===== config.mk =====
export PLATFORM = sky130hd
export DESIGN_NAME = sat_counter
export DESIGN_NICKNAME = d
export VERILOG_FILES = /design/src/rtl/prbs32_checker_sat_counter.sv
export SDC_FILE = /design/constraint.sdc
export NUM_CORES = 1
export LEC_CHECK = 0
export CAP_MARGIN = 20
export CORE_MARGIN = 10
export CORE_UTILIZATION = 55
export DETAILED_ROUTE_END_ITERATION = 8
export DONT_BUFFER_PORTS = 1
export PLACE_DENSITY = 0.71
export SLEW_MARGIN = 20
export SYNTH_ARGS = -nofsm -noshare
export SYNTH_HDL_FRONTEND = slang
export SYNTH_SLANG_ARGS = --single-unit

===== constraint.sdc =====
create_clock -name clk -period 5.3 [get_ports clk]
set_input_delay 0 -clock clk [delete_from_list [all_inputs] [get_ports clk]]
set_output_delay 0 -clock clk [all_outputs]
set_load 0.01 [all_outputs]

===== src/rtl/prbs32_checker_sat_counter.sv =====
// Saturating up-counter with synchronous clear; clear takes effect before a same-cycle increment.
module sat_counter #(
    parameter int W = 32
) (
    input  logic         clk,
    input  logic         reset,
    input  logic         clr_i,
    input  logic         inc_i,
    output logic [W-1:0] q_o
);

    logic [W-1:0] q_q;
    logic [W-1:0] q_d;

    always_comb begin
        q_d = q_q;
        if (clr_i) begin
            q_d = '0;
        end
        if (inc_i && (q_d != '1)) begin
            q_d = q_d + 1'b1;
        end
    end

    always_ff @(posedge clk or posedge reset) begin
        if (reset) begin
            q_q <= '0;
        end else begin
            q_q <= q_d;
        end
    end

    assign q_o = q_q;

endmodule


==> results by group <==
STA
  • Fmax achieved: 0.371 GHz
  • Setup violation total in the final timing report: 0
  • Setup TNS: 0 ps
  • Setup Skew: 15.7 ps
  • Unrepaired setup endpoints after global routing: false
  • Final-report hold violation count: 0
  • Number of max-slew violations in the final report: 0
  • Transition time at the pin with the least slew margin: 970 ps
  • Final critical-path share of the clock period: 50.8%
  • Min Tclk post-route: 2690 ps
  • Worst-case hold slack: 6.77 ps
  • Worst rel slew slack: 35.1%

Min path
  • Hold path start: inc_i
  • Count of cells along the worst hold path: 3
  • Hold Path Sink: q_o[2]
  • Hold WC Path Type: input pin to flop

Route
  • Overall routed net length: 4.74 mm
  • Final ANT Viol Nets: 0
  • Ratio of routed vias to standard cells: 6.46
  • Number of iterations in the first detailed-routing pass: 5
  • Detailed-route via count: 1615
  • Post-DR wirelength/cell: 19.0 µm
  • Iteration-0 DRC Markers: 175
  • Number of remaining DRC errors: 0

Layout
  • Non-Filler Instances: 250
  • Area Growth Syn to Fin: 6.66%
  • Storage cell area: 801 µm²
  • Fill cell instance count of the final layout: 297
  • Total number of nets in the final design: 207
  • Number of flip-flops under the largest register name: 32
  • Total area of multi-input combinational cells: 993 µm²
  • Final non-filler cell area: 1980 µm²
  • Count of antenna diodes in the layout: 0
  • Layout cell share with drive strength beyond 1: 9.31%

Floorplan
  • Die width: 78.2 µm
  • Initial cell density of the core: 56.2%
  • Full die area: 6110 µm²
  • Die height: 78.2 µm
  • Floorplan core area: 3310 µm²
  • Number of top-level pins: 36
  • Count of standard-cell rows: 21

Clocking
  • Clock tree from TritonCTS: done
  • Number of buffers added by the clock tree synthesis step: 5
  • Post-CTS Setup Bufs: 0
  • H-tree depth: 2
  • Buffer cell driving the clock tree root: sky130_fd_sc_hd__clkbuf_4
  • Clk_lat worst skew: 340 ps
  • CTS sink cnt: 32
  • Clock tree buffer depth: 2
  • Clock Pin Slew Worst Setup and Hold Paths: 110 ps

Logic synthesis
  • Number of register bits inferred by synthesis: 32
  • Mean instance size in the synthesized netlist: 9.40 µm²
  • Synth async-reset ratio: 100%
  • YS warnings: 0
  • Net Count, Synth: 202
  • EDFF count, synth: 0
  • Seq/Total Area, Yosys: 43.0%
  • Instance count of the mapped netlist: 198
  • Synthesized cell area: 1860 µm²
  • Count of cell types in the netlist: 48
  • Dominant register cell in the synthesized netlist: sky130_fd_sc_hd__dfrtp_1

Worst setup path
  • Capturing element type of the critical path: flop
  • Crit path DAT: 2950 ps
  • Worst Path Class, Setup: input pin to flop
  • Length in cells of the worst reg-to-reg path: 5
  • Setup slack on the worst flop-to-flop path: 2730 ps
  • Worst-path fanout max: 25
  • WP data required: 5560 ps
  • Kind of launch point of the worst setup path: input pin
  • Worst setup path start: clr_i
  • Crit Reg-Reg Startpoint: q_o[16]
  • Reg2Reg Capture Point: q_o[29]

Placed design
  • Cell area after placement: 1890 µm²
  • Number of instances in the placed design: 239
  • Placed wire-length estimate after detailed placement: 3.32 mm
  • IO buf count: 0
  • Weighted congestion reported at the end of routability-driven placement: 0.878

Pwr
  • Total power consumption of the routed design: 420 µW
  • Static Leakage: 0.000750 µW
  • Maximum vdd ir drop: 134 µV
  • Cell Pwr Density: 212 nW/µm²

Global routing
  • Wire length of the first global-routing pass: 7.63 mm
  • Number of antenna violations at the first check in global routing: 0
  • Vias in the first global route: 1468
  • Global route total overflow: 0
  • Maximum number of pins on one net before global-route repair: 33
  • Global Route Usage Sum: 15.1%

Outcome
  • Run status: finished, final reports clean

Run
  • Maximum Capacitance Violations: 0
==> kinds of logic after synthesis <==
| logic type | after synthesis | share of synthesized area, % |
|---|---|---|
| and+or+nand+nor | 99 | 34.0 |
| AOI/OAI and AO/OA | 47 | 16.7 |
| DFF | 32 | 43.0 |
| buffers and inverters | 15 | 3.56 |
| xor gates and xnor gates | 4 | 1.88 |
| muxes | 1 | 0.807 |
==> per-layer routing <==
| layer | vias to the layer above | routed length (µm) | GRT usage (%) |
|---|---|---|---|
| met4 | 0 | 31 | 2.69 |
| li1 | 764 | - | - |
| met1 | 791 | 1960 | 18.5 |
| met2 | 56 | 2300 | 24.3 |
| met5 | - | 0 | 0 |
| met3 | 4 | 449 | 6.72 |
==> placed cells by master (no fill, tap or decap), types with 4 or more instances in the layout <==
master and n:
sky130_fd_sc_hd__nand4_1 7, sky130_fd_sc_hd__dfrtp_1 32, sky130_fd_sc_hd__or3_1 9, sky130_fd_sc_hd__nand2b_1 4
sky130_fd_sc_hd__inv_1 8, sky130_fd_sc_hd__nor3_1 9, sky130_fd_sc_hd__a21oi_1 14, sky130_fd_sc_hd__nand2_1 13
sky130_fd_sc_hd__o31ai_1 6, sky130_fd_sc_hd__nand3_1 10, sky130_fd_sc_hd__nor2_1 14, sky130_fd_sc_hd__o21ai_0 8
sky130_fd_sc_hd__clkbuf_4 5
==> what timing repair did <==
| action | 4_1_cts | 5_1_grt |
|---|---|---|
| hold buffers | 3 | 0 |
| endpoints found under the hold margin | 55 | 0 |
| gates resized for setup | 0 | 0 |
==> area by class of cell <==
class                      instances  area share, %
clock buffer                       6           2.59
multi-input combinational        151           50.1
timing repair buffer               4           1.89
clock inverter                     2          0.504
tap                               46           2.90
inverter                           9           1.70
sequential                        32           40.4
==> how the worst max path moves through the flow <==
stage / cells past startpoint / slack [ps] / endpoint
3_5_place_dp: 5 / 2850 / q_o[29]
4_1_cts: 6 / 2640 / q_o[21]
5_1_grt: 6 / 2490 / q_o[22]
2_1_floorplan: 5 / 3220 / q_o[15]
3_3_place_gp: 5 / 2920 / q_o[29]
6_report: 6 / 2610 / q_o[21]
==> cell usage after synthesis, types with 4 or more instances <==
library cell,n,area share [%]
sky130_fd_sc_hd__a21oi_1,14,3.8
sky130_fd_sc_hd__dfrtp_1,32,43
sky130_fd_sc_hd__inv_1,8,1.6
sky130_fd_sc_hd__nand2_1,13,2.6
sky130_fd_sc_hd__nand2b_1,4,1.3
sky130_fd_sc_hd__nand3_1,10,2.7
sky130_fd_sc_hd__nand4_1,7,2.4
sky130_fd_sc_hd__nor2_1,14,2.8
sky130_fd_sc_hd__nor3_1,9,2.4
sky130_fd_sc_hd__o21ai_0,8,2.2
sky130_fd_sc_hd__o31ai_1,6,2.4
sky130_fd_sc_hd__or3_1,9,3.0
==> per-stage QoR <==
step / utilization (%) / worst slack [ps]
after global placement: 57.2 / 2920
final: 59.9 / 2610
after global routing: 59.9 / 2490
after CTS: 59.9 / 2640
after floorplan: - / 3220
after detailed placement: 57.2 / 2850
==> power breakdown <==
group	internal (µW)	total [µW]	leakage, µW	switching (µW)
logic	5.33	16.8	0.000268	11.4
registers	246	250	0.000444	4.60
clock network	63.1	153	0.0000380	89.6
total	314	420	0.000750	106
==> critical path, stage by stage <==
cell                            delay, ps
sky130_fd_sc_hd__dlygate4sd3_1        890
sky130_fd_sc_hd__nand2b_1             320
sky130_fd_sc_hd__or4_1                700
sky130_fd_sc_hd__o31ai_4              690
sky130_fd_sc_hd__o311ai_0             240
sky130_fd_sc_hd__o31ai_1              110
Power figures use the tool's default switching activity.
